--- src/rtl/tiro_pkg.sv ---
// tiro shared constants, selector/opcode encodings and the memory entry layout.
package tiro_pkg;

  localparam int unsigned COORD_W   = 4;
  localparam int unsigned N_ENTRIES = 16;
  localparam int unsigned IDX_W     = 4;
  localparam int unsigned OP_W      = 2;
  localparam int unsigned SUM_W     = COORD_W + 1;

  // Position write source
  typedef enum logic [1:0] {
    POS_EXT   = 2'b00,
    POS_ADDER = 2'b01,
    POS_SHIP  = 2'b10,
    POS_HOLD  = 2'b11
  } pos_sel_e;

  // Direction opcode, encoded as {axis, subtract}
  typedef enum logic [1:0] {
    OP_X_INC = 2'b00,
    OP_X_DEC = 2'b01,
    OP_Y_INC = 2'b10,
    OP_Y_DEC = 2'b11
  } opcode_e;

  typedef struct packed {
    logic [COORD_W-1:0] x;
    logic [COORD_W-1:0] y;
    logic [OP_W-1:0]    opcode;
    logic               loaded;
    logic               destruido;
  } entry_t;

endpackage

--- src/rtl/tiro_if.sv ---
// tiro control/status bundle; slave = the tiro block, master = whoever drives it.
interface tiro_if;
  import tiro_pkg::*;

  logic               conta_contador;
  logic               reset_cont;
  logic [1:0]         select_mux_pos;
  logic               select_mux_coor;
  logic               select_soma_sub;
  logic               enable_reg_nave;
  logic               reset_reg_nave;
  logic               enable_mem_aste;
  logic               enable_mem_load;
  logic [COORD_W-1:0] aste_coor_x;
  logic [COORD_W-1:0] aste_coor_y;
  logic               new_load;
  logic               new_destruido;

  logic               x_borda_min;
  logic               x_borda_max;
  logic               y_borda_min;
  logic               y_borda_max;
  logic               colisao;
  logic               rco_contador;
  logic               loaded;
  logic [OP_W-1:0]    opcode;
  logic [IDX_W-1:0]   db_contador;
  logic [SUM_W-1:0]   db_wire_saida_som_sub;

  modport slave (
    input  conta_contador, reset_cont, select_mux_pos, select_mux_coor,
           select_soma_sub, enable_reg_nave, reset_reg_nave, enable_mem_aste,
           enable_mem_load, aste_coor_x, aste_coor_y, new_load, new_destruido,
    output x_borda_min, x_borda_max, y_borda_min, y_borda_max, colisao,
           rco_contador, loaded, opcode, db_contador, db_wire_saida_som_sub
  );

  modport master (
    output conta_contador, reset_cont, select_mux_pos, select_mux_coor,
           select_soma_sub, enable_reg_nave, reset_reg_nave, enable_mem_aste,
           enable_mem_load, aste_coor_x, aste_coor_y, new_load, new_destruido,
    input  x_borda_min, x_borda_max, y_borda_min, y_borda_max, colisao,
           rco_contador, loaded, opcode, db_contador, db_wire_saida_som_sub
  );

endinterface

--- src/rtl/tiro_mem.sv ---
// 16-entry register file with synchronous clear; independent position, opcode and flag write strobes.
module tiro_mem
  import tiro_pkg::*;
(
  input  logic               clock,
  input  logic               reset,
  input  logic [IDX_W-1:0]   i_idx,
  input  logic               i_wr_pos,
  input  logic [COORD_W-1:0] i_x,
  input  logic [COORD_W-1:0] i_y,
  input  logic               i_wr_op,
  input  logic [OP_W-1:0]    i_opcode,
  input  logic               i_wr_flag,
  input  logic               i_loaded,
  input  logic               i_destruido,
  output entry_t             o_rd
);

  entry_t r_mem [N_ENTRIES];

  // Entry storage: reset clears everything, otherwise each field group writes on its own strobe
  always_ff @(posedge clock) begin
    if (reset) begin
      for (int i = 0; i < int'(N_ENTRIES); i++) r_mem[i] <= '0;
    end else begin
      if (i_wr_pos) begin
        r_mem[i_idx].x <= i_x;
        r_mem[i_idx].y <= i_y;
      end
      if (i_wr_op) r_mem[i_idx].opcode <= i_opcode;
      if (i_wr_flag) begin
        r_mem[i_idx].loaded    <= i_loaded;
        r_mem[i_idx].destruido <= i_destruido;
      end
    end
  end

  assign o_rd = r_mem[i_idx];

endmodule

--- src/rtl/tiro.sv ---
// tiro: entry counter, ship register, +/-1 adder and position muxing over a 16-entry table.
// Build option: TIRO_DEBUG_EN exposes the counter and adder result on the db_* taps.
module tiro
  import tiro_pkg::*;
(
  input  logic   clock,
  input  logic   reset,
  tiro_if.slave  bus
);

  logic [IDX_W-1:0]   r_cnt;
  logic [COORD_W-1:0] r_ship_x;
  logic [COORD_W-1:0] r_ship_y;
  entry_t             w_rd;
  pos_sel_e           w_sel;
  logic [COORD_W-1:0] w_operand;
  logic [SUM_W-1:0]   w_sum;
  logic [COORD_W-1:0] w_new_x;
  logic [COORD_W-1:0] w_new_y;
  logic               w_wr_pos;
  logic               w_wr_op;

  assign w_sel = pos_sel_e'(bus.select_mux_pos);

  // Entry counter: global reset, then local clear, then increment (wraps naturally)
  always_ff @(posedge clock) begin
    if (reset || bus.reset_cont) r_cnt <= '0;
    else if (bus.conta_contador) r_cnt <= r_cnt + IDX_W'(1);
  end

  // Ship register: clear wins over load
  always_ff @(posedge clock) begin
    if (reset || bus.reset_reg_nave) begin
      r_ship_x <= '0;
      r_ship_y <= '0;
    end else if (bus.enable_reg_nave) begin
      r_ship_x <= bus.aste_coor_x;
      r_ship_y <= bus.aste_coor_y;
    end
  end

  // +/-1 on the selected axis; bit 4 carries the carry/borrow
  always_comb begin
    w_operand = bus.select_mux_coor ? w_rd.y : w_rd.x;
    if (bus.select_soma_sub) w_sum = {1'b0, w_operand} - SUM_W'(1);
    else                     w_sum = {1'b0, w_operand} + SUM_W'(1);
  end

  // Position write source and write strobes
  always_comb begin
    w_new_x  = w_rd.x;
    w_new_y  = w_rd.y;
    w_wr_pos = 1'b0;
    w_wr_op  = 1'b0;
    unique case (w_sel)
      POS_EXT: begin
        w_new_x  = bus.aste_coor_x;
        w_new_y  = bus.aste_coor_y;
        w_wr_pos = bus.enable_mem_aste;
      end
      POS_ADDER: begin
        if (bus.select_mux_coor) w_new_y = w_sum[COORD_W-1:0];
        else                     w_new_x = w_sum[COORD_W-1:0];
        w_wr_pos = bus.enable_mem_aste;
      end
      POS_SHIP: begin
        w_new_x  = r_ship_x;
        w_new_y  = r_ship_y;
        w_wr_pos = bus.enable_mem_aste;
        w_wr_op  = bus.enable_mem_aste;
      end
      POS_HOLD: ;
      default: ;
    endcase
  end

  tiro_mem u_mem (
    .clock       (clock),
    .reset       (reset),
    .i_idx       (r_cnt),
    .i_wr_pos    (w_wr_pos),
    .i_x         (w_new_x),
    .i_y         (w_new_y),
    .i_wr_op     (w_wr_op),
    .i_opcode    ({bus.select_mux_coor, bus.select_soma_sub}),
    .i_wr_flag   (bus.enable_mem_load),
    .i_loaded    (bus.new_load),
    .i_destruido (bus.new_destruido),
    .o_rd        (w_rd)
  );

  assign bus.x_borda_min  = (w_rd.x == '0);
  assign bus.x_borda_max  = (w_rd.x == '1);
  assign bus.y_borda_min  = (w_rd.y == '0);
  assign bus.y_borda_max  = (w_rd.y == '1);
  assign bus.rco_contador = (r_cnt == '1);
  assign bus.loaded       = w_rd.loaded;
  assign bus.opcode       = w_rd.opcode;
  assign bus.colisao      = w_rd.loaded & ~w_rd.destruido &
                            (w_rd.x == bus.aste_coor_x) & (w_rd.y == bus.aste_coor_y);

`ifdef TIRO_DEBUG_EN
  assign bus.db_contador           = r_cnt;
  assign bus.db_wire_saida_som_sub = w_sum;
`else
  logic [SUM_W-1:0] w_unused_sum;
  assign w_unused_sum              = w_sum;
  assign bus.db_contador           = '0;
  assign bus.db_wire_saida_som_sub = '0;
`endif

endmodule

--- src/flat_wrapper.sv ---
// flat-port wrapper written by rule: the top's interface ports become plain ports
module tiro_flat import tiro_pkg::*;
  (clock, reset, bus_conta_contador, bus_reset_cont, bus_select_mux_pos, bus_select_mux_coor, bus_select_soma_sub, bus_enable_reg_nave, bus_reset_reg_nave, bus_enable_mem_aste, bus_enable_mem_load, bus_aste_coor_x, bus_aste_coor_y, bus_new_load, bus_new_destruido, bus_x_borda_min, bus_x_borda_max, bus_y_borda_min, bus_y_borda_max, bus_colisao, bus_rco_contador, bus_loaded, bus_opcode, bus_db_contador, bus_db_wire_saida_som_sub);
  tiro_if bus_i ();
  input  logic clock;
  input  logic reset;
  input wire logic [$bits(bus_i.conta_contador)-1:0] bus_conta_contador;
  input wire logic [$bits(bus_i.reset_cont)-1:0] bus_reset_cont;
  input wire logic [$bits(bus_i.select_mux_pos)-1:0] bus_select_mux_pos;
  input wire logic [$bits(bus_i.select_mux_coor)-1:0] bus_select_mux_coor;
  input wire logic [$bits(bus_i.select_soma_sub)-1:0] bus_select_soma_sub;
  input wire logic [$bits(bus_i.enable_reg_nave)-1:0] bus_enable_reg_nave;
  input wire logic [$bits(bus_i.reset_reg_nave)-1:0] bus_reset_reg_nave;
  input wire logic [$bits(bus_i.enable_mem_aste)-1:0] bus_enable_mem_aste;
  input wire logic [$bits(bus_i.enable_mem_load)-1:0] bus_enable_mem_load;
  input wire logic [$bits(bus_i.aste_coor_x)-1:0] bus_aste_coor_x;
  input wire logic [$bits(bus_i.aste_coor_y)-1:0] bus_aste_coor_y;
  input wire logic [$bits(bus_i.new_load)-1:0] bus_new_load;
  input wire logic [$bits(bus_i.new_destruido)-1:0] bus_new_destruido;
  output wire logic [$bits(bus_i.x_borda_min)-1:0] bus_x_borda_min;
  output wire logic [$bits(bus_i.x_borda_max)-1:0] bus_x_borda_max;
  output wire logic [$bits(bus_i.y_borda_min)-1:0] bus_y_borda_min;
  output wire logic [$bits(bus_i.y_borda_max)-1:0] bus_y_borda_max;
  output wire logic [$bits(bus_i.colisao)-1:0] bus_colisao;
  output wire logic [$bits(bus_i.rco_contador)-1:0] bus_rco_contador;
  output wire logic [$bits(bus_i.loaded)-1:0] bus_loaded;
  output wire logic [$bits(bus_i.opcode)-1:0] bus_opcode;
  output wire logic [$bits(bus_i.db_contador)-1:0] bus_db_contador;
  output wire logic [$bits(bus_i.db_wire_saida_som_sub)-1:0] bus_db_wire_saida_som_sub;
  assign bus_i.conta_contador = bus_conta_contador;
  assign bus_i.reset_cont = bus_reset_cont;
  assign bus_i.select_mux_pos = bus_select_mux_pos;
  assign bus_i.select_mux_coor = bus_select_mux_coor;
  assign bus_i.select_soma_sub = bus_select_soma_sub;
  assign bus_i.enable_reg_nave = bus_enable_reg_nave;
  assign bus_i.reset_reg_nave = bus_reset_reg_nave;
  assign bus_i.enable_mem_aste = bus_enable_mem_aste;
  assign bus_i.enable_mem_load = bus_enable_mem_load;
  assign bus_i.aste_coor_x = bus_aste_coor_x;
  assign bus_i.aste_coor_y = bus_aste_coor_y;
  assign bus_i.new_load = bus_new_load;
  assign bus_i.new_destruido = bus_new_destruido;
  assign bus_x_borda_min = bus_i.x_borda_min;
  assign bus_x_borda_max = bus_i.x_borda_max;
  assign bus_y_borda_min = bus_i.y_borda_min;
  assign bus_y_borda_max = bus_i.y_borda_max;
  assign bus_colisao = bus_i.colisao;
  assign bus_rco_contador = bus_i.rco_contador;
  assign bus_loaded = bus_i.loaded;
  assign bus_opcode = bus_i.opcode;
  assign bus_db_contador = bus_i.db_contador;
  assign bus_db_wire_saida_som_sub = bus_i.db_wire_saida_som_sub;
  tiro u_core (.clock(clock), .reset(reset), .bus(bus_i));
endmodule
--- config.mk ---
export PLATFORM = sky130hd
export DESIGN_NAME = tiro_flat
export DESIGN_NICKNAME = d
export VERILOG_FILES = /design/src/rtl/tiro_pkg.sv /design/src/rtl/tiro_if.sv /design/src/rtl/tiro_mem.sv /design/src/rtl/tiro.sv /design/src/flat_wrapper.sv
export SDC_FILE = /design/constraint.sdc
export NUM_CORES = 1
export LEC_CHECK = 0
export CORE_MARGIN = 2
export CORE_UTILIZATION = 34
export CTS_BUF_LIST = sky130_fd_sc_hd__clkbuf_4 sky130_fd_sc_hd__clkbuf_8
export DETAILED_ROUTE_END_ITERATION = 10
export PLACE_DENSITY_LB_ADDON = 0.3
export SYNTH_ARGS = -nofsm -noshare
export SYNTH_HDL_FRONTEND = slang
export SYNTH_SLANG_ARGS = --single-unit
--- constraint.sdc ---
create_clock -name clock -period 6.3 [get_ports clock]
set_input_delay 0.945 -clock clock [delete_from_list [all_inputs] [get_ports clock]]
set_output_delay 0.945 -clock clock [all_outputs]
set_load 0.1 [all_outputs]
# Word-level counts from Yosys, hierarchy flattened
# Memory sizes are Yosys's and may differ from the RTL's. A register that Yosys moved wholly into a read port is not among the register bits.
# Cells that the tools add are included.
classes:
  n_reduce_logical: 7
  add_sub_neg: 3
  eq_ne: 7
  bitwise_logic: 4
  mux: 24
op_table:
  columns: ["op", "count"]
  rows:
  - ["$mux W4", 7]
  - ["$pmux W4 S3", 2]
  - ["$mux W1", 13]
  - ["$eq A4 B4 Y1 const B", 3]
  - ["$mux W12", 1]
  - ["$reduce_or A12 Y1", 1]
  - ["$add A4 B1 Y4 const B", 2]
  - ["$eq A4 B4 Y1", 2]
  - ["$logic_not A4 Y1", 2]
  - ["$sub A4 B1 Y4 const B", 1]
  - ["$and A1 B1 Y1", 3]
  - ["$mux W3", 1]
  - ["$reduce_or A3 Y1", 1]
  - ["$eq A2 B1 Y1 const B", 1]
  - ["$eq A2 B2 Y1 const B", 1]
  - ["$logic_not A2 Y1", 1]
  - ["$logic_or A1 B1 Y1", 2]
  - ["$not A1 Y1", 1]
totals:
  output_inout_bits: 18
  ff_bits: 12
  word_cells: 49
  input_bits: 22
  ram_bits: 192
  memories: 1
mem_list:
  columns: ["memory", "words", "width", "rd", "rd_clocked_by_memory_dff", "write_ports", "line_no", "rtl"]
  rows:
  - ["u_core.u_mem.r_mem", 16, 12, 1, 1, 16, "tiro_mem.sv:19", "entry_t r_mem [N_ENTRIES];"]

# Depth between registers and ports, before layout
depth:
  ltp_word: 8
  mapped_depth: 14
  depth_no_buf: 10

# Hierarchy
# A second synthesis with hierarchy kept.
unflattened:
  cells_unflattened: 751
  area_unflattened_um2: 10251.1
modules_own_cells:
  columns: ["module", "cells_each", "area_per_inst_um2", "instances", "seq_area_each_um2"]
  rows:
  - ["tiro_mem", 623, 9136.3, 1, 5765.5]
  - ["tiro", 128, 1114.8, 1, 240.2]

# Worst setup path after synthesis
# No wires, ideal clock.
synth_timing:
  path_kind: "register to output"
  startpoint: "register (tool-made name)"
  endpoint: "output port bus_y_borda_min"
  path_buffers: 3
  path_stages_with_launch: 7
  slack_ns: 0.629
  required_ns: 5.355
  arrival_ns: 4.726
  path_cell_list: "dfxtp_1 -> buf_6 -> buf_12 -> buf_6 -> mux4_2 -> mux4_2 -> nor4_1"
synth_lines:
  columns: ["element", "line_no", "rtl"]
  rows:
  - ["end, declared", "flat_wrapper.sv:22", "output wire logic [$bits(bus_i.y_borda_min)-1:0] bus_y_borda_min;"]

==> results.yml <==
die:
  die_area_sq_mm: 0.0335
  num_io_pins: 40
  die_h_um: 183
  start_util: 0.346
  core_area_sq_mm: 0.0316
  rows: 65
  die_w_um: 183
grt:
  grt_overflow: 0
  grt_max_degree: 56
  groute.usage.overall: 0.169
  grt_pass1_vias: 7448
  grt_pass1_wl_um: 44100
  grt_antenna_before_repair: 0
power:
  p_comb_frac: 0.124
  power.internal_mw: 2.26
  power_density_mw_per_mm2: 254
  power_switching_mw: 0.820
  vdd_drop_max_uv: 112
  clock_power_share: 0.363
  leakage_nw: 4.23
  switching_share: 0.266
  p_seq_frac: 0.513
timing:
  post-route-period-util: 0.862
  grt_setup_unrepaired: "no"
  finClkSkew_ns: 0.0343
  post-route-min-period_ns: 5.43
  tns_ns: 0
  setup_viol: 0
  final-max-slew-violation-count: 0
  worstMarginPinSlew_ns: 1.20
  fmax_ghz: 0.184
  max_slew_margin: 0.196
  report.final.hold_viol_count: 0
  setup_slack_ns: 0.871
clocking:
  ctsResizeCount: 0
  cts_hold_buffers: 0
  cts_made_buffers: 36
  cts.sink_count: 208
  clkLatencyLatePin_ns: 0.52
  post_cts_buffers: 0
  clk_path_buf_depth: 3
  cts_max_level: 2
  cts_tree: "done"
  clkTransAtPathRegs_ns: 0.06
  cts_root_buffer: "clkbuf_8"
min_path:
  hold_path.class: "reg2reg"
  hp-start: "u_core.r_ship_y[2]"
cells_and_area:
  final_common_cell: "edfxtp_1"
  nets: 926
  drive_gt1_frac: 0.162
  mostFrequentLayoutCells: "edfxtp_1 (192), nor2_1 (166), nand4_1 (66)"
  area_growth_syn_to_layout_pct: 10.9
  utilization: 0.383
  diodes: 0
  nFillCells: 3010
drt:
  first_pass_iters: 5
  vias_per_cell: 5.60
  first_iter_violations: 635
  vias: 7385
  post-route-drc-count: 0
  postRouteAntennaNets: 0
  wl_um: 27700
  wl_per_cell_um: 21.0
synthesis:
  yosysTopAreaCellShare: 0.529
  ys_types: 54
  ys_top_cells_by_area: "edfxtp_1 (53%), mux4_2 (11%), nor2_1 (5.7%), nand4_1 (3.8%), dfxtp_1 (2.9%)"
  yosysSeqAreaShare: 0.558
  ys_warn_count: 0
  ys_ff_latch: 208
  synth_area_sq_mm: 0.0109
  synth-edff-count: 192
  synth-main-ff-cell: "edfxtp_1"
  synth_top_cell_by_area: "edfxtp_1"
  synth_async_sr_flop_share: 0
  synth_cells: 888
  avgSynthCellArea_sq_um: 12.3
placement:
  gp_congestion: 0.788
  port_buffers: 30
  dpl.hpwl_um: 18900
  place_ws_ns: 1.31
critical_path:
  crit_arrival_ns: 4.48
  reg2reg_depth: 10
  critPathCaptureType: "primary output"
  r2r_slack_ns: 1.83
  critPathKind: "reg2out"
  rr_endpoint: "u_core.u_mem.r_mem[9][7]"
  worst_ep_required_time_ns: 5.35
  start_kind: "flip-flop"
  crit_path_max_fanout: 35
  setup.worst_path.end: "bus_colisao"
job:
  drv_cap: 0
outcome:
  outcome: "finished clean"
-- layer usage --
metal / vias up / wire (um) / share of wire / global-route usage
li1: 3370 / - / - / -
met1: 3684 / 12100 / 0.44 / 0.228
met2: 289 / 13400 / 0.48 / 0.281
met3: 42 / 1720 / 0.062 / 0.0284
met4: 0 / 480 / 0.017 / 0.0522
met5: - / 0 / 0 / 0
-- worst min-delay path by stage --
stage	endpoint	slack [ns]	cells past startpoint
floorplan	u_core.r_ship_x[0]	0.46	2
global placement	u_core.r_ship_x[1]	0.48	2
detailed placement	u_core.r_ship_y[2]	0.49	2
CTS	u_core.r_ship_y[2]	0.50	2
global route	u_core.r_ship_y[3]	0.54	2
finish	u_core.r_ship_y[2]	0.50	2
-- critical path: stages, from the launching register on --
cell	delay (ns)
dfxtp_4	0.78
buf_4	0.45
mux4_2	0.55
mux4_2	0.57
xor2_1	0.18
nor4_2	0.26
clkdlybuf4s50_1	1.17
-- sequential cells by signal (all words and copies together) (netlist names), named ones only --
name and flops:
u_core.r_ship_x 4, u_core.r_cnt 4, u_core.u_mem.r_mem 192, u_core.r_ship_y 4
-- power by group through the flow --
stage	clock (mW)	combinational, mW	sequential (mW)
2_1_floorplan	0	0.298	1.59
3_3_place_gp	0	0.378	1.61
3_5_place_dp	0	0.381	1.61
4_1_cts	1.15	0.382	1.58
5_1_grt	1.20	0.408	1.58
6_report	1.12	0.382	1.58
-- cell type report --
| cell class | instances | area (sq um) | area share |
|---|---|---|---|
| repair buffers | 52 | 460 | 0.0381 |
| multi-input cells | 594 | 4400 | 0.363 |
| flip-flops and latches | 208 | 6090 | 0.504 |
| inverters | 5 | 18.8 | 0.00155 |
| clock inverters | 12 | 56.3 | 0.00465 |
| clock buffers | 46 | 571 | 0.0472 |
| well taps | 402 | 503 | 0.0416 |
-- synthesized netlist by cell type (3+ instances only) --
library cell,count
edfxtp_1,192
nor2_1,166
nand4_1,66
mux4_2,54
clkbuf_1,53
and3_1,35
nand3_1,33
nand2b_1,31
nand2_1,28
mux2i_1,23
buf_2,19
o211ai_1,18
a21o_1,17
dfxtp_1,16
o21bai_1,15
buf_4,10
xor2_1,10
a21oi_1,8
nor2b_1,7
ha_1,6
nor3_1,5
o21a_1,5
or2_2,5
or2b_1,5
a221oi_1,4
a31o_2,4
o21ai_1,4
xnor2_1,4
a22o_1,3
and2_1,3
and4_1,3
buf_1,3
inv_1,3
o21ai_0,3
-- logic make-up after synthesis --
group,synth area share
AOI/OAI and AO/OA,0.0645
xor gates and xnor gates,0.0112
adders and majority gates,0.00872
buffers and inverters,0.0423
DFF,0.558
muxes,0.133
other,0.000344
and+or+nand+nor,0.182
-- metrics by stage --
| stage | cell area, sq um | hold slack [ns] | std cells | total power, mW |
|---|---|---|---|---|
| 3_3_place_gp | 11500 | 0.477 | 1261 | 1.99 |
| 4_1_cts | 12100 | 0.501 | 1319 | 3.11 |
| 2_1_floorplan | 10900 | 0.460 | 896 | 1.89 |
| 5_1_grt | 12100 | 0.541 | 1319 | 3.19 |
| 3_5_place_dp | 11500 | 0.487 | 1261 | 1.99 |
| 6_report | 12100 | 0.497 | 1319 | 3.08 |
(Power assumes the default switching activity.)
